## src/rtl/serial_alu_pkg.sv

```systemverilog
// Shared definitions for the bit-serial ALU: command codes, FSM encoding,
// response record and the subtract-style command helper.
package alu_defs;

    localparam int ALU_WIDTH = 32;

    typedef logic [2:0] cmd_t;

    localparam cmd_t CMD_ADD  = 3'd0;
    localparam cmd_t CMD_SUB  = 3'd1;
    localparam cmd_t CMD_XOR  = 3'd2;
    localparam cmd_t CMD_SLT  = 3'd3;
    localparam cmd_t CMD_AND  = 3'd4;
    localparam cmd_t CMD_NAND = 3'd5;
    localparam cmd_t CMD_NOR  = 3'd6;
    localparam cmd_t CMD_OR   = 3'd7;

    localparam logic [1:0] ST_IDLE = 2'd0;
    localparam logic [1:0] ST_RUN  = 2'd1;
    localparam logic [1:0] ST_DONE = 2'd2;

    typedef struct packed {
        logic [ALU_WIDTH-1:0] result;
        logic                 carryout;
        logic                 overflow;
        logic                 zero;
    } alu_rsp_t;

    // SUB and SLT both run A + ~B + 1 through the adder.
    function automatic logic is_sub(input cmd_t cmd);
        return (cmd == CMD_SUB) || (cmd == CMD_SLT);
    endfunction

endpackage

```

## src/rtl/serial_alu_if.sv

```systemverilog
// Request/response bundle of the serial ALU; master issues requests and
// consumes responses, slave is the ALU.
interface serial_alu_if
    import alu_defs::*;
#(
    parameter int WIDTH = 32
);
    logic             req_valid;
    logic             req_ready;
    logic [WIDTH-1:0] operandA;
    logic [WIDTH-1:0] operandB;
    cmd_t             command;
    logic             rsp_valid;
    logic             rsp_ready;
    logic [WIDTH-1:0] result;
    logic             carryout;
    logic             overflow;
    logic             zero;

    modport master (
        output req_valid, operandA, operandB, command, rsp_ready,
        input  req_ready, rsp_valid, result, carryout, overflow, zero
    );

    modport slave (
        input  req_valid, operandA, operandB, command, rsp_ready,
        output req_ready, rsp_valid, result, carryout, overflow, zero
    );
endinterface

```

## src/rtl/alu_bit_slice.sv

```systemverilog
// One-bit ALU slice: full adder for ADD/SUB/SLT (B inverted for the latter
// two) and plain bitwise logic for the remaining commands.
module alu_bit_slice
    import alu_defs::*;
(
    input  logic a,
    input  logic b,
    input  logic cin,
    input  cmd_t command,
    output logic res_bit,
    output logic cout
);

    logic b_s;

    // Per-bit result and carry for the selected command
    always_comb begin
        b_s     = is_sub(command) ? ~b : b;
        res_bit = 1'b0;
        cout    = 1'b0;
        case (command)
            CMD_ADD, CMD_SUB, CMD_SLT: begin
                res_bit = a ^ b_s ^ cin;
                cout    = (a & b_s) | (a & cin) | (b_s & cin);
            end
            CMD_XOR:  res_bit = a ^ b;
            CMD_AND:  res_bit = a & b;
            CMD_NAND: res_bit = ~(a & b);
            CMD_NOR:  res_bit = ~(a | b);
            CMD_OR:   res_bit = a | b;
            default: begin
                res_bit = 1'b0;
                cout    = 1'b0;
            end
        endcase
    end

endmodule

```

## src/rtl/serial_alu.sv

```systemverilog
// Bit-serial ALU: operands are shifted LSB first through a single bit slice,
// one bit per clock, and the result is assembled in a shift register.
module serial_alu
    import alu_defs::*;
#(
    parameter int WIDTH = 32
)(
    input  logic        clk,
    input  logic        rst_n,
    serial_alu_if.slave bus
);

    localparam int CW = (WIDTH > 1) ? $clog2(WIDTH) : 1;

    logic [1:0]       state_q, state_d;
    logic [CW-1:0]    cnt_q, cnt_d;
    logic [WIDTH-1:0] a_q, a_d;
    logic [WIDTH-1:0] b_q, b_d;
    logic [WIDTH-1:0] res_q, res_d;
    cmd_t             cmd_q, cmd_d;
    logic             carry_q, carry_d;
    logic             nz_q, nz_d;
    logic             carryout_q, carryout_d;
    logic             overflow_q, overflow_d;
    logic             zero_q, zero_d;
    logic             req_ready_q, req_ready_d;
    logic             rsp_valid_q, rsp_valid_d;

    logic             bit_s;
    logic             cout_s;
    logic             last_s;
    logic             arith_s;
    logic             ovf_s;
    logic             slt_s;

    alu_bit_slice u_slice (
        .a       (a_q[0]),
        .b       (b_q[0]),
        .cin     (carry_q),
        .command (cmd_q),
        .res_bit (bit_s),
        .cout    (cout_s)
    );

    assign last_s  = (cnt_q == CW'(WIDTH - 1));
    assign arith_s = (cmd_q == CMD_ADD) || (cmd_q == CMD_SUB);
    // carry_q is the carry into the bit being processed, so on the MSB it is
    // the carry-in used for signed overflow.
    assign ovf_s   = carry_q ^ cout_s;
    assign slt_s   = bit_s ^ ovf_s;

    // Next-state and datapath update
    always_comb begin
        state_d    = state_q;
        cnt_d      = cnt_q;
        a_d        = a_q;
        b_d        = b_q;
        res_d      = res_q;
        cmd_d      = cmd_q;
        carry_d    = carry_q;
        nz_d       = nz_q;
        carryout_d = carryout_q;
        overflow_d = overflow_q;
        zero_d     = zero_q;
        case (state_q)
            ST_IDLE: begin
                if (bus.req_valid && req_ready_q) begin
                    state_d = ST_RUN;
                    a_d     = bus.operandA;
                    b_d     = bus.operandB;
                    cmd_d   = bus.command;
                    cnt_d   = '0;
                    carry_d = is_sub(bus.command);
                    nz_d    = 1'b0;
                end else begin
                    state_d = ST_IDLE;
                end
            end
            ST_RUN: begin
                a_d     = a_q >> 1;
                b_d     = b_q >> 1;
                res_d   = {bit_s, res_q[WIDTH-1:1]};
                carry_d = cout_s;
                nz_d    = nz_q | bit_s;
                cnt_d   = cnt_q + CW'(1);
                if (last_s) begin
                    state_d = ST_DONE;
                    if (cmd_q == CMD_SLT) begin
                        res_d      = {{(WIDTH-1){1'b0}}, slt_s};
                        carryout_d = 1'b0;
                        overflow_d = 1'b0;
                        zero_d     = ~slt_s;
                    end else begin
                        carryout_d = arith_s & cout_s;
                        overflow_d = arith_s & ovf_s;
                        zero_d     = ~(nz_q | bit_s);
                    end
                end else begin
                    state_d = ST_RUN;
                end
            end
            ST_DONE: begin
                if (rsp_valid_q && bus.rsp_ready) begin
                    state_d = ST_IDLE;
                end else begin
                    state_d = ST_DONE;
                end
            end
            default: state_d = ST_IDLE;
        endcase
        req_ready_d = (state_d == ST_IDLE);
        rsp_valid_d = (state_d == ST_DONE);
    end

    // State and datapath registers; reset aborts any operation in flight
    always_ff @(posedge clk or negedge rst_n) begin
        if (!rst_n) begin
            state_q     <= ST_IDLE;
            cnt_q       <= '0;
            a_q         <= '0;
            b_q         <= '0;
            res_q       <= '0;
            cmd_q       <= CMD_ADD;
            carry_q     <= 1'b0;
            nz_q        <= 1'b0;
            carryout_q  <= 1'b0;
            overflow_q  <= 1'b0;
            zero_q      <= 1'b0;
            req_ready_q <= 1'b0;
            rsp_valid_q <= 1'b0;
        end else begin
            state_q     <= state_d;
            cnt_q       <= cnt_d;
            a_q         <= a_d;
            b_q         <= b_d;
            res_q       <= res_d;
            cmd_q       <= cmd_d;
            carry_q     <= carry_d;
            nz_q        <= nz_d;
            carryout_q  <= carryout_d;
            overflow_q  <= overflow_d;
            zero_q      <= zero_d;
            req_ready_q <= req_ready_d;
            rsp_valid_q <= rsp_valid_d;
        end
    end

    assign bus.req_ready = req_ready_q;
    assign bus.rsp_valid = rsp_valid_q;
    assign bus.result    = res_q;
    assign bus.carryout  = carryout_q;
    assign bus.overflow  = overflow_q;
    assign bus.zero      = zero_q;

endmodule
```

## src/flat_wrapper.sv

```systemverilog
// flat-port wrapper written by rule: the top's interface ports become plain ports
module serial_alu_flat import alu_defs::*;
#(
    parameter int WIDTH = 32
)
  (clk, rst_n, bus_req_valid, bus_operandA, bus_operandB, bus_command, bus_rsp_ready, bus_req_ready, bus_rsp_valid, bus_result, bus_carryout, bus_overflow, bus_zero);
  serial_alu_if #(.WIDTH(WIDTH)) bus_i ();
  input  logic clk;
  input  logic rst_n;
  input wire logic [$bits(bus_i.req_valid)-1:0] bus_req_valid;
  input wire logic [$bits(bus_i.operandA)-1:0] bus_operandA;
  input wire logic [$bits(bus_i.operandB)-1:0] bus_operandB;
  input wire logic [$bits(bus_i.command)-1:0] bus_command;
  input wire logic [$bits(bus_i.rsp_ready)-1:0] bus_rsp_ready;
  output wire logic [$bits(bus_i.req_ready)-1:0] bus_req_ready;
  output wire logic [$bits(bus_i.rsp_valid)-1:0] bus_rsp_valid;
  output wire logic [$bits(bus_i.result)-1:0] bus_result;
  output wire logic [$bits(bus_i.carryout)-1:0] bus_carryout;
  output wire logic [$bits(bus_i.overflow)-1:0] bus_overflow;
  output wire logic [$bits(bus_i.zero)-1:0] bus_zero;
  assign bus_i.req_valid = bus_req_valid;
  assign bus_i.operandA = bus_operandA;
  assign bus_i.operandB = bus_operandB;
  assign bus_i.command = bus_command;
  assign bus_i.rsp_ready = bus_rsp_ready;
  assign bus_req_ready = bus_i.req_ready;
  assign bus_rsp_valid = bus_i.rsp_valid;
  assign bus_result = bus_i.result;
  assign bus_carryout = bus_i.carryout;
  assign bus_overflow = bus_i.overflow;
  assign bus_zero = bus_i.zero;
  serial_alu #(.WIDTH(WIDTH)) u_core (.clk(clk), .rst_n(rst_n), .bus(bus_i));
endmodule
```

## config.mk

```make
export PLATFORM = sky130hd
export DESIGN_NAME = serial_alu_flat
export DESIGN_NICKNAME = d
export VERILOG_FILES = /design/src/rtl/serial_alu_pkg.sv /design/src/rtl/serial_alu_if.sv /design/src/rtl/alu_bit_slice.sv /design/src/rtl/serial_alu.sv /design/src/flat_wrapper.sv
export SDC_FILE = /design/constraint.sdc
export NUM_CORES = 1
export LEC_CHECK = 0
export CAP_MARGIN = 30
export CORE_UTILIZATION = 55
export CTS_BUF_LIST = sky130_fd_sc_hd__clkbuf_4
export CTS_CLUSTER_DIAMETER = 40
export CTS_CLUSTER_SIZE = 28
export DETAILED_ROUTE_END_ITERATION = 6
export DONT_BUFFER_PORTS = 1
export HOLD_SLACK_MARGIN = 0.06
export PLACE_DENSITY = 0.7
export SETUP_SLACK_MARGIN = 0.4
export SYNTH_ARGS = -nofsm -noshare
export SYNTH_HDL_FRONTEND = slang
export SYNTH_SLANG_ARGS = --single-unit
```

## constraint.sdc

```tcl
create_clock -name clk -period 2.5 [get_ports clk]
set_input_delay 0.75 -clock clk [delete_from_list [all_inputs] [get_ports clk]]
set_output_delay 0.75 -clock clk [all_outputs]
set_load 0.01 [all_outputs]
```

Word level (Yosys, flattened, before mapping)
Index checks and enable logic that the tools add are counted.
- add/sub/neg operators: 1
- shift-type cells: 0
- bitwise logic cells: 20
- divide/modulo/power cells: 0
- muxes and demuxes: 22
- $lt $le $gt $ge: 0
- reduce and logical (&&, ||, !) cells: 13
- $mul: 0
- equal/unequal tests: 14
- operator list (cell ; number):
    32-bit two-way mux ; 4
    32-bit case mux with 2 select lines ; 2
    3-bit equality test (second input constant) ; 4
    5-bit case mux with 2 select lines ; 1
    3-bit by 2-bit equality test with 1-bit output (second input constant) ; 3
    1-bit two-way mux ; 8
    1-bit AND ; 6
    3-bit by 1-bit equality test with 1-bit output (second input constant) ; 2
    1-bit case mux with 6 select lines ; 1
    2-bit case mux with 3 select lines ; 1
    2-bit AND reduction ; 3
    5-bit by 1-bit adder with 5-bit output (second input constant) ; 1
    5-bit equality test (second input constant) ; 1
    5-bit two-way mux ; 1
    1-bit inverter ; 5
    1-bit bitwise XOR ; 5
    2-bit equality test (second input constant) ; 2
    2-bit logical NOT ; 2
    2-bit two-way mux ; 2
    1-bit OR ; 4
    1-bit case mux with 2 select lines ; 2
    3-bit logical NOT ; 1
    1-bit logical OR ; 3
    3-bit OR reduction ; 1
    other kinds (4) ; 5
- memory bits (read-only): 0
- bits in writable memories: 0
- bits in latches: 0
- output and inout port bits: 37
- memories kept: 0
- register bits after elaboration: 113

Depth between registers and ports, before layout
Gate-level depths: netlist of the first run.
- depth in word-level cells: 11
- depth in mapped cells: 8
- gate-level depth less buffers: 8

Hierarchy
Synthesis of the first run repeated with hierarchy kept, for this count alone.
- cell total of the unflattened synthesis: 453
- area total of the unflattened synthesis: 4833.4 um^2
- modules (own cells, without submodules) (module ; times used ; cells each ; area an instance (um^2)):
    serial_alu ; 1 ; 436 ; 4697.0
    alu_bit_slice ; 1 ; 17 ; 136.4

Worst setup path after synthesis of the first run
OpenSTA, ideal clock, no wires.
- path kind: register -> register
- start point: register u_core.cmd_q[2]
- end point: register u_core.zero_q (netlist: u_core.bus.zero)
- slack: 0.420 ns
- stages on the path, launching flop included: 9
- arrival time: 1.956 ns
- data required time: 2.376 ns
- clock period less this slack: 2.080 ns
- setup time: 0.124 ns
- buffers on the path: 0
- cells stage by stage: dfrtp_1 nor2b_1 xnor2_1 fa_1 inv_1 mux2i_1 mux2i_2 a211oi_1 o31a_1
- word-level cells in the longest chain between the ends: 11
- elaborated cells on any way between the ends: 25
- those cells by class: 7 x eq/ne; 4 x mux; 11 x bitwise; 3 x reduce/logical
- RTL lines (element ; RTL line ; text):
    start, declared ; serial_alu.sv:20 ; cmd_t cmd_q, cmd_d;
    start signal, assigned ; serial_alu.sv:137 ; cmd_q <= cmd_d;
    3-bit by 1-bit equality test with 1-bit output or 3-bit by 2-bit equality test with 1-bit output (tied branches) ; serial_alu_pkg.sv:31, alu_bit_slice.sv:21, serial_alu.sv:88 ;
    1-bit logical OR ; serial_alu_pkg.sv:31 ; return (cmd == CMD_SUB) || (cmd == CMD_SLT);
    1-bit two-way mux ; alu_bit_slice.sv:18 ; b_s = is_sub(command) ? ~b : b;
    1-bit AND ; alu_bit_slice.sv:24 ; cout = (a & b_s) | (a & cin) | (b_s & cin);
    1-bit OR (2 in series) ; alu_bit_slice.sv:24 ;
    1-bit two-way mux ; alu_bit_slice.sv:21 ; case (command)
    1-bit bitwise XOR ; serial_alu.sv:49 ; assign ovf_s = carry_q ^ cout_s;
    1-bit bitwise XOR ; serial_alu.sv:50 ; assign slt_s = bit_s ^ ovf_s;
    1-bit inverter ; serial_alu.sv:92 ; zero_d = ~slt_s;
    1-bit two-way mux * ; serial_alu.sv:88 ; if (cmd_q == CMD_SLT) begin
    end signal, assigned ; serial_alu.sv:142 ; zero_q <= zero_d;
    end, declared ; serial_alu.sv:25 ; logic zero_q, zero_d;
Every way passes the cells marked *; elsewhere a longest branch is shown, timed or not.
A chain may end at the register's enable or synchronous reset.

Worst setup path in the final report of the first run
- start point: register u_core.cmd_q[0]
- end point: register u_core.res_q[0] (netlist: u_core.bus.result[0])
- word-level cells in the longest chain between the ends: 11
- elaborated cells on any way between the ends: 23
- those cells by class: 7 x eq/ne; 5 x mux; 8 x bitwise; 3 x reduce/logical
- RTL lines (element ; RTL line ; text):
    3-bit by 1-bit equality test with 1-bit output or 3-bit by 2-bit equality test with 1-bit output (tied branches) ; serial_alu_pkg.sv:31, alu_bit_slice.sv:21, serial_alu.sv:88 ;
    1-bit logical OR ; serial_alu_pkg.sv:31 ;
    1-bit two-way mux ; alu_bit_slice.sv:18 ;
    1-bit AND ; alu_bit_slice.sv:24 ;
    1-bit OR (2 in series) ; alu_bit_slice.sv:24 ;
    1-bit two-way mux ; alu_bit_slice.sv:21 ;
    1-bit bitwise XOR ; serial_alu.sv:49 ;
    1-bit bitwise XOR ; serial_alu.sv:50 ;
    32-bit two-way mux * ; serial_alu.sv:88 ;
    32-bit two-way mux * ; serial_alu.sv:86 ; if (last_s) begin
    end signal, assigned ; serial_alu.sv:136 ; res_q <= res_d;
    end, declared ; serial_alu.sv:19 ; logic [WIDTH-1:0] res_q, res_d;
Marked as above.

==> results of run 1 <==
==> placed cells by master, fill, tap and decap left out, types with 2 or more instances in the layout <==
cell	instances
bufinv_16	2
dfrtp_1	112
clkinvlp_4	4
and3_1	2
o21ai_0	7
nand3_1	3
mux2i_2	2
ha_1	4
clkinv_2	5
buf_4	8
clkbuf_4	19
xor2_1	4
nand2_1	152
inv_1	4
o41ai_1	2
nand3b_1	2
a31oi_1	63
buf_12	2
nor2_1	68
a22o_1	31
==> cells by family (layout without fill, tap and decap cells) <==
kind of cell	Yosys count	count (layout)	synth area share
fa+ha+maj	5	5	0.01436
simple gates	236	236	0.1908
flops	113	113	0.5796
buf+inv	42	45	0.03924
compound gates	109	109	0.1582
mux	3	3	0.006924
xor+xnor	6	6	0.01077
==> per-stage QoR <==
stage,hold slack (ns),std cells,setup slack (ns)
after floorplan,0.4544,514,0.4205
after global placement,0.4566,588,0.3219
after detailed placement,0.4567,588,0.2092
after CTS,-0.09701,621,0.4229
after global routing,-0.1259,622,0.3843
final,-0.05118,622,0.4912
==> cell usage after synthesis, types with 2 or more instances <==
library cell,n,share of area
a22o_1,31,0.056
nand3_1,4,0.0041
inv_1,4,0.0031
buf_2,21,0.022
nand2_1,152,0.12
xnor2_1,2,0.0036
a31oi_1,63,0.081
o41ai_1,2,0.0036
and3_1,3,0.0038
nand2b_1,2,0.0026
xor2_1,4,0.0072
ha_1,4,0.010
clkbuf_1,16,0.012
mux2i_1,2,0.0041
nor2_1,68,0.052
nand3b_1,2,0.0031
o21ai_0,7,0.0072
dfrtp_1,113,0.58
==> registers in the layout, summed over array words and instances (netlist names) <==
| signal | flops |
|---|---|
| u_core.a_q | 32 |
| u_core.b_q | 32 |
| u_core.bus.result | 32 |
| u_core.cnt_q | 5 |
| u_core.cmd_q | 3 |
| u_core.state_q | 2 |
| u_core.bus.carryout | 1 |
| u_core.bus.overflow | 1 |
| u_core.bus.req_ready | 1 |
| u_core.bus.rsp_valid | 1 |
| u_core.bus.zero | 1 |
| u_core.carry_q | 1 |
| u_core.nz_q | 1 |
==> metal layers <==
| layer | wire length (microns) | vias to the layer above | global-route usage |
|---|---|---|---|
| li1 | - | 1730 | - |
| met1 | 4176 | 1713 | 0.2661 |
| met2 | 4410 | 111 | 0.3416 |
| met3 | 804 | 8 | 0.09242 |
| met4 | 100 | 0 | 0.08085 |
| met5 | 0 | - | 0 |
==> cell type report <==
cell class / instances / area (sq um)
Tap cell: 105 / 131.4
Sequential cell: 113 / 2829
Clock buffer: 19 / 142.6
Timing Repair Buffer: 10 / 100.1
Fill cell: 722 / 3148
Clock inverter: 12 / 118.9
Multi-Input combinational cell: 359 / 1897
Inverter: 4 / 15.01
==> what timing repair did <==
action	CTS	global route
gates resized for setup	3	3
endpoints found under the setup margin	5	5
hold endpoints to repair	113	113
pin swaps	0	2
buffers inserted	2	1
==> report_power, final <==
group | leakage (nW) | switching, mW | internal (mW)
registers | 1.31 | 0.670 | 2.59
clock network | 0.137 | 0.677 | 0.597
logic | 1.00 | 1.23 | 1.01
==> worst min-delay path by stage <==
| stage | slack, ns | startpoint | endpoint | depth (start not counted) |
|---|---|---|---|---|
| after CTS | -0.1 | rst_n | u_core.a_q[28]$_DFFE_PN0P_ | 0 |
| after floorplan | 0.45 | rst_n | u_core.a_q[0]$_DFFE_PN0P_ | 0 |
| after detailed placement | 0.46 | rst_n | u_core.bus.result[19]$_DFFE_PN0P_ | 0 |
| after global routing | -0.13 | rst_n | u_core.b_q[26]$_DFFE_PN0P_ | 0 |
| after global placement | 0.46 | rst_n | u_core.bus.result[24]$_DFFE_PN0P_ | 0 |
| final | -0.05 | rst_n | u_core.bus.result[22]$_DFFE_PN0P_ | 0 |
==> reports/metrics.cfg, run 1 <==
[pwr]
powerDensity_nw_per_um2=1295
ir_drop_v=0.0005666
power.total_mw=6.779
p_leak_nw=2.452

[critical_path]
reg2reg_slack_ns=0.49
startpoint=u_core.cmd_q[0]$_DFFE_PN0P_
ff2ff_path_depth=8
crit_family=adder cells
critPathLaunchType=flop
cp_num_buf_inv=1
critPathCapture=u_core.bus.result[0]$_DFFE_PN0P_
cp.depth=8
critPathRequiredTime_ns=2.90
reg2reg_from=u_core.cmd_q[0]$_DFFE_PN0P_
cpPeakStageDelay_ns=0.50
crit_path_frequent_cell=mux2i_2
slowest_stage=fa_1
critPathArrivalTime_ns=2.41
r2r_end=u_core.bus.result[0]$_DFFE_PN0P_
crit_type=flop to flop
path_cells=nor2b_4, xnor2_2, fa_1, inv_1, mux2i_2, mux2i_2, xor2_1, o31ai_2
endpoint_kind=flop
path_max_fanout=4

[clocking]
numCtsBuffers=17
cts_tree=yes
cts.sinks=113
clockBufferDepth=2
clkLatencyLatePin_ns=0.48
cts-root-buf=clkbuf_4
clk_pin_slew_ns=0.11
h-tree-depth=4

[die]
die_x_microns=96.18
row_count=33
coreArea_sq_um=8382
die_h_microns=96.18
start_util=0.5820
die-area_sq_um=9251
io_pins=108

[finish]
final_core_util=0.6244
final_area_sq_um=5234
layout-drive-gt1-share=0.1025
antenna_cells=0
final_nets=581
syn_to_final_growth_pct=7.284

[grt]
grt_antenna_before_repair=0
track_usage=0.2174
grt_pass1_vias=3344
grt_first_pass_wirelength_microns=15220
overflow=0
grt_start_max_net_pins=114

[placement]
place.gp.congestion=0.8413
placed_area_sq_um=4925
io_buffers=0
hpwlAfterDp_microns=5776

[sta]
period_share=0.8035
max_freq_mhz=497.8
finalHoldViolCount=113
finalSetupViolCount=0
fin_tns_setup_ns=0
fin_hold_ws_ns=-0.05118
layout_min_cycle_time_ns=2.009
rsz0062_at_grt=true
drv_slew=0
tightest_slew_ns=0.5971
relSlewSlack=0.6019
finClkSkew_ns=0.01480

[yosys]
synth_cell_types=32
synth-edff-count=0
seq_area_frac_synth=0.5796
syn_inst=514
syn_area_sq_um=4878
synth-warning-count=0
syn_nets=590
avgSynthCellArea_sq_um=9.491
synthArstFlopShare=1.000
ys_seq_elements=113
synth_top_flop_cell=dfrtp_1

[route]
firstDrtPassIters=4
antenna_left=0
routed_wl_microns=9492
drt-wirelength-per-cell_microns=15.26
drtIter0Drc=238
via_per_inst=5.727
vias=3562
drc_errors=0

[outcome]
violations=hold timing
status=finished with violations

[hold_path]
worstHoldPathType=input port to asynchronous set/reset pin

[run]
drv_cap=0

No activity file was read; power rests on OpenSTA's default activity.
==> inputs of run 2 (changes only) <==
==> constraint.sdc (replaced) <==
create_clock -name clk -period 2.01 [get_ports clk]
set_input_delay 0.603 -clock clk [delete_from_list [all_inputs] [get_ports clk]]
set_output_delay 0.603 -clock clk [all_outputs]
set_load 0.01 [all_outputs]
==> reports/metrics.cfg, run 2 (same netlist as run 1, synthesis figures left out) <==
[sta]
setup_ws_ns=0.04868  ; -0.4425 ns
period_share=0.9758  ; +0.1723
rsz0062_at_grt=true
drv_slew=0  ; unchanged
fin_tns_setup_ns=0  ; unchanged
layout_min_cycle_time_ns=1.961  ; -0.04745 ns
finClkSkew_ns=0.02165  ; +0.006853 ns
finalHoldViolCount=113  ; unchanged
tightest_slew_ns=0.3286  ; -0.2685 ns
fin_hold_ws_ns=-0.2009  ; -0.1497 ns
max_freq_mhz=509.9  ; +2.4%
finalSetupViolCount=0  ; unchanged
relSlewSlack=0.7809  ; +0.1790

[clocking]
numCtsBuffers=17  ; unchanged
clkLatencyLatePin_ns=0.49  ; about the same
cts-root-buf=clkbuf_4
cts_tree=yes
clk_pin_slew_ns=0.11  ; about the same
h-tree-depth=4  ; unchanged
cts.sinks=113  ; unchanged
clockBufferDepth=2  ; unchanged

[finish]
final_nets=601  ; +3.4%
instances_no_fill=642  ; +3.2%
antenna_cells=0  ; unchanged
final_area_sq_um=5519  ; +5.5%
final_cell_mix=nand2_1, dfrtp_1, nor2_1
n_fill_cell=670  ; -7.2%
layout-drive-gt1-share=0.1453  ; +0.04274
syn_to_final_growth_pct=13.13
layout.cells.most_common=nand2_1

[critical_path]
path_max_fanout=3  ; -1
slowest_stage=fa_1
reg2reg_slack_ns=0.05  ; -0.44 ns
critPathArrivalTime_ns=2.33  ; -0.08 ns
crit_type=flop to flop
cpPeakStageDelay_ns=0.45  ; -0.05 ns
path_cells=nor2b_4, xnor2_2, fa_1, inv_1, mux2i_1, mux2i_2, a211oi_1, o31a_1
critPathRequiredTime_ns=2.38  ; -0.52 ns
endpoint_kind=flop
critPathLaunchType=flop

[grt]
overflow=0  ; unchanged
grt_start_max_net_pins=114  ; unchanged
grt_first_pass_wirelength_microns=15740  ; +3.4%
grt_antenna_before_repair=0  ; unchanged
grt_pass1_vias=3415  ; +2.1%
track_usage=0.2275  ; +0.01005

[placement]
hpwlAfterDp_microns=6255  ; +8.3%
io_buffers=0  ; unchanged
placed_area_sq_um=5036  ; +2.3%
dp_cells=594  ; +1.0%
post-place-ws_ns=-0.01303  ; -0.2223 ns
place.gp.congestion=0.7658  ; -9.0%

[pwr]
power.total_mw=9.039  ; +33%
ir_drop_v=0.0007053  ; +24%
p_leak_nw=2.579  ; +5.2%
powerDensity_nw_per_um2=1638  ; +26%

[route]
firstDrtPassIters=5  ; +1
antenna_left=0  ; unchanged
via_per_inst=5.760  ; +0.58%
vias=3698  ; +3.8%
drc_errors=0  ; unchanged
drt-wirelength-per-cell_microns=15.77  ; +3.3%
routed_wl_microns=10130  ; +6.7%
drtIter0Drc=162  ; -32%

[outcome]
violations=hold timing
status=finished with violations

[run]
drv_cap=0  ; unchanged

[die]
die-area_sq_um=9251  ; unchanged
io_pins=108  ; unchanged
start_util=0.5820  ; unchanged
coreArea_sq_um=8382  ; unchanged
die_x_microns=96.18  ; unchanged
die_h_microns=96.18  ; unchanged
row_count=33  ; unchanged

[hold_path]
worstHoldPathType=input port to asynchronous set/reset pin

-- run 2: cell types whose count changed in the layout (fill, tap and decap cells not counted), sizes merged --
cell / before / now
buf: 10 / 29
clkbuf: 19 / 21
clkinv: 6 / 4
clkinvlp: 4 / 2
bufinv: 2 / 3
inv: 4 / 5
nand2b: 2 / 3
-- run 2: worst max-delay path: cells and delay by family (launching register included) --
kind                       cells  cell delay, ns
buffers and inverters          1            0.07
AOI/OAI and AO/OA              2            0.32
muxes                          2            0.32
and+or+nand+nor                1            0.14
adders and majority gates      1            0.45
DFF                            1            0.43
xor gates and xnor gates       1            0.13
-- run 2: routing by layer --
| layer | GRT usage | part of all wire |
|---|---|---|
| met1 | 0.2906 | 0.44 |
| met2 | 0.3463 | 0.47 |
| met3 | 0.08689 | 0.079 |
| met4 | 0.09577 | 0.015 |
| met5 | 0 | 0 |
-- run 2: final timing paths --
path	cells after the start	to	from
max	8	u_core.bus.zero$_DFFE_PN0P_	u_core.cmd_q[2]$_DFFE_PN0P_
max in group asynchronous	0	u_core.a_q[20]$_DFFE_PN0P_	rst_n
min in group clk	2	u_core.cmd_q[0]$_DFFE_PN0P_	bus_command[0]
min	0	u_core.state_q[1]$_DFF_PN0_	rst_n
min reg2reg	2	u_core.b_q[31]$_DFFE_PN0P_	u_core.b_q[31]$_DFFE_PN0P_
max reg2reg	8	u_core.bus.zero$_DFFE_PN0P_	u_core.cmd_q[2]$_DFFE_PN0P_
-- run 2: final cells by class --
cell class | instances | area (sq um) | area share
clock buffers | 21 | 157.7 | 0.02856
clock inverters | 10 | 136.4 | 0.02471
inverters | 4 | 15.01 | 0.002720
multi-input cells | 360 | 1936 | 0.3507
flip-flops and latches | 113 | 2831 | 0.5130
well taps | 105 | 131.4 | 0.02380
repair buffers | 29 | 311.5 | 0.05645
-- run 2: through the flow --
step / utilization / hold slack (ns)
after floorplan: - / 0.3074
final: 0.6585 / -0.2009
after CTS: 0.6477 / -0.2460
after detailed placement: 0.6008 / 0.3103
after global placement: 0.6008 / 0.3100
after global routing: 0.6585 / -0.2737
-- run 2: report_power, final --
group | switching (mW) | internal (mW)
sequential | 0.850 | 3.23
combinational | 1.66 | 1.56
clock | 0.832 | 0.910
-- run 2: what timing repair did --
action                                  CTS  global route
endpoints found under the setup margin   41            66
hold endpoints to repair                113           113
pin swaps                                 4             3
cloned                                    2             1
resized for setup                         9             8
setup buffers                             7             7
==> inputs of run 3 (changes only) <==
--- a/config.mk
+++ b/config.mk
@@ -17,4 +17,5 @@
 export SETUP_SLACK_MARGIN = 0.4
 export SYNTH_ARGS = -nofsm -noshare
 export SYNTH_HDL_FRONTEND = slang
+export SYNTH_HIERARCHICAL = 1
 export SYNTH_SLANG_ARGS = --single-unit
==> reports/metrics.cfg, run 3 <==
[placement]
io_buffers=0  ; unchanged
place.gp.congestion=0.8244  ; +7.7%
hpwlAfterDp_microns=6225  ; -0.47%
placed_area_sq_um=4912  ; -2.5%
post-place-ws_ns=-0.008455  ; +0.004572 ns

[sta]
period_share=1.017  ; +0.04170
setup_ws_ns=-0.03513  ; -0.08381 ns
tightest_slew_ns=0.5145  ; +0.1859 ns
fin_hold_ws_ns=-0.2025  ; -0.001617 ns
fin_tns_setup_ns=-0.03513  ; -0.03513 ns
relSlewSlack=0.6570  ; -0.1239
max_freq_mhz=489.0  ; -4.1%
finClkSkew_ns=0.01974  ; -0.001907 ns
finalSetupViolCount=1  ; +1
finalHoldViolCount=113  ; unchanged
layout_min_cycle_time_ns=2.045  ; +0.08381 ns
rsz0062_at_grt=true
drv_slew=0  ; unchanged

[route]
via_per_inst=6.071  ; +5.4%
antenna_left=0  ; unchanged
routed_wl_microns=11010  ; +8.7%
firstDrtPassIters=4  ; -1
drtIter0Drc=212  ; +31%
drc_errors=0  ; unchanged
vias=3570  ; -3.5%
drt-wirelength-per-cell_microns=18.72  ; +19%

[clocking]
cts.sinks=113  ; unchanged
h-tree-depth=4  ; unchanged
clockBufferDepth=2  ; unchanged
cts-root-buf=clkbuf_4
numCtsBuffers=17  ; unchanged
cts_tree=yes
clkLatencyLatePin_ns=0.50  ; about the same
clk_pin_slew_ns=0.10  ; about the same

[yosys]
yosys-top-cells-count=dfrtp_1, nor2_1, nor3_1, o22ai_1, a22o_1
synth_cell_types=38  ; +19%
synth_most_common_cell=dfrtp_1
synthTopCellsByArea=dfrtp_1, o22ai_1, nor3_1
seq_area_frac_synth=0.5850  ; +0.005402
synth_xor_area_frac=0.008543  ; -0.002229
synthArstFlopShare=1.000  ; unchanged
synth_compound_area_frac=0.1486  ; -0.009657
syn_nets=529  ; -10%
synth.mux.area_fraction=0.01476  ; +0.007831
yosys.area.top_type_share=0.5850  ; +0.005402
synth-simple-area-share=0.1724  ; -0.01841
synth-warning-count=6  ; +6
syn_area_sq_um=4833  ; -0.92%
ys_seq_elements=113  ; unchanged
yosys.area_share.adder=0.01450  ; +0.0001338
synth_top_family_by_area=simple AND/OR/NAND/NOR gates
avgSynthCellArea_sq_um=10.67  ; +12%
synth.largest_area_cell=dfrtp_1
synth_top_flop_cell=dfrtp_1
synth-edff-count=0  ; unchanged
syn_inst=453  ; -12%

[run]
drv_cap=0  ; unchanged

[finish]
layout-drive-gt1-share=0.1863  ; +0.04108
final_area_sq_um=5421  ; -1.8%
layout.cells.most_common=dfrtp_1
antenna_cells=0  ; unchanged
final_cell_mix=dfrtp_1, nor2_1, o22ai_1, nor3_1, a22o_1
final_nets=546  ; -9.2%
syn_to_final_growth_pct=12.17

[critical_path]
critPathLaunchType=flop
crit_family=adder cells
critPathArrivalTime_ns=2.43  ; +0.10 ns
endpoint_kind=flop
cp.depth=9  ; +1
cp_num_buf_inv=1  ; unchanged
ff2ff_path_depth=9  ; +1
slowest_stage=fa_1
cpPeakStageDelay_ns=0.49  ; +0.04 ns
path_max_fanout=3  ; unchanged
critPathRequiredTime_ns=2.39  ; about the same
path_cells=inv_2, nor2_2, xnor2_2, fa_1, a211oi_2, nor3_2, xor3_1, mux2i_1, mux2_2
crit_type=flop to flop

[outcome]
violations=hold timing, setup timing
status=finished with violations

[grt]
grt_antenna_before_repair=0  ; unchanged
track_usage=0.2448  ; +0.01738
grt_first_pass_wirelength_microns=16770  ; +6.5%
grt_start_max_net_pins=114  ; unchanged
overflow=0  ; unchanged
grt_pass1_vias=3447  ; +0.94%

[die]
coreArea_sq_um=8341  ; -0.49%
die_h_microns=95.75  ; -0.45%
die-area_sq_um=9167  ; -0.90%
io_pins=108  ; unchanged
start_util=0.5795  ; -0.002519
die_x_microns=95.75  ; -0.45%
row_count=33  ; unchanged

[hold_path]
worstHoldPathType=input port to asynchronous set/reset pin

[pwr]
p_leak_nw=2.335  ; -9.5%
ir_drop_v=0.0008641  ; +23%
power.total_mw=9.362  ; +3.6%
powerDensity_nw_per_um2=1727  ; +5.4%

==> run 3: logic make-up after synthesis <==
| family | Yosys count |
|---|---|
| flops | 113 |
| fa+ha+maj | 5 |
| mux | 7 |
| simple gates | 179 |
| xor+xnor | 3 |
| buf+inv | 43 |
| compound gates | 103 |
==> run 3: final timing paths <==
kind                                                to  slack (ns)                   startpoint
max in group asynchronous   u_core/a_q[29]$_DFFE_PN0P_        2.02                        rst_n
max reg2reg                u_core/bus.zero$_DFFE_PN0P_       -0.04  u_core/cmd_q[0]$_DFFE_PN0N_
min reg2reg                u_core/cnt_q[3]$_DFFE_PN0P_        0.51  u_core/cnt_q[3]$_DFFE_PN0P_
min in group clk           u_core/cmd_q[2]$_DFFE_PN0N_        0.23               bus_command[2]
min                          u_core/a_q[7]$_DFFE_PN0P_       -0.20                        rst_n
max                        u_core/bus.zero$_DFFE_PN0P_       -0.04  u_core/cmd_q[0]$_DFFE_PN0N_
==> run 3: final cells by class <==
type / instances / area [sq um]
Tap cell: 105 / 131.4
Clock buffer: 18 / 135.1
Timing Repair Buffer: 32 / 265.3
Inverter: 4 / 15.01
Multi-Input combinational cell: 302 / 1853
Sequential cell: 113 / 2831
Fill cell: 680 / 2919
Clock inverter: 14 / 190.2
==> run 3: repair_timing <==
item                                   CTS  global route
gates cloned                             4             1
gates resized for setup                  6             5
buffers inserted                         6             8
setup endpoints to repair               61            96
pin swaps                                8             4
endpoints found under the hold margin  113           113
==> run 3: through the flow <==
step	util	std cells
global placement	0.5890	537
global route	0.6500	588
CTS	0.6386	579
floorplan	-	453
detailed placement	0.5890	537
finish	0.6500	588
==> run 3: power breakdown <==
part / switching (mW) / total, mW / internal (mW) / leakage (nW)
clock: 0.881 / 1.88 / 1.00 / 0.172
combinational: 1.78 / 3.41 / 1.63 / 0.837
sequential: 0.834 / 4.07 / 3.24 / 1.33
total: 3.49 / 9.36 / 5.87 / 2.33
==> run 3: routing by layer <==
| layer | up-vias | share of wire | track usage |
|---|---|---|---|
| met5 | - | 0 | 0 |
| met4 | 0 | 0.0061 | 0.07090 |
| met3 | 6 | 0.064 | 0.07899 |
| met2 | 105 | 0.47 | 0.3762 |
| met1 | 1766 | 0.46 | 0.3342 |
| li1 | 1693 | - | - |
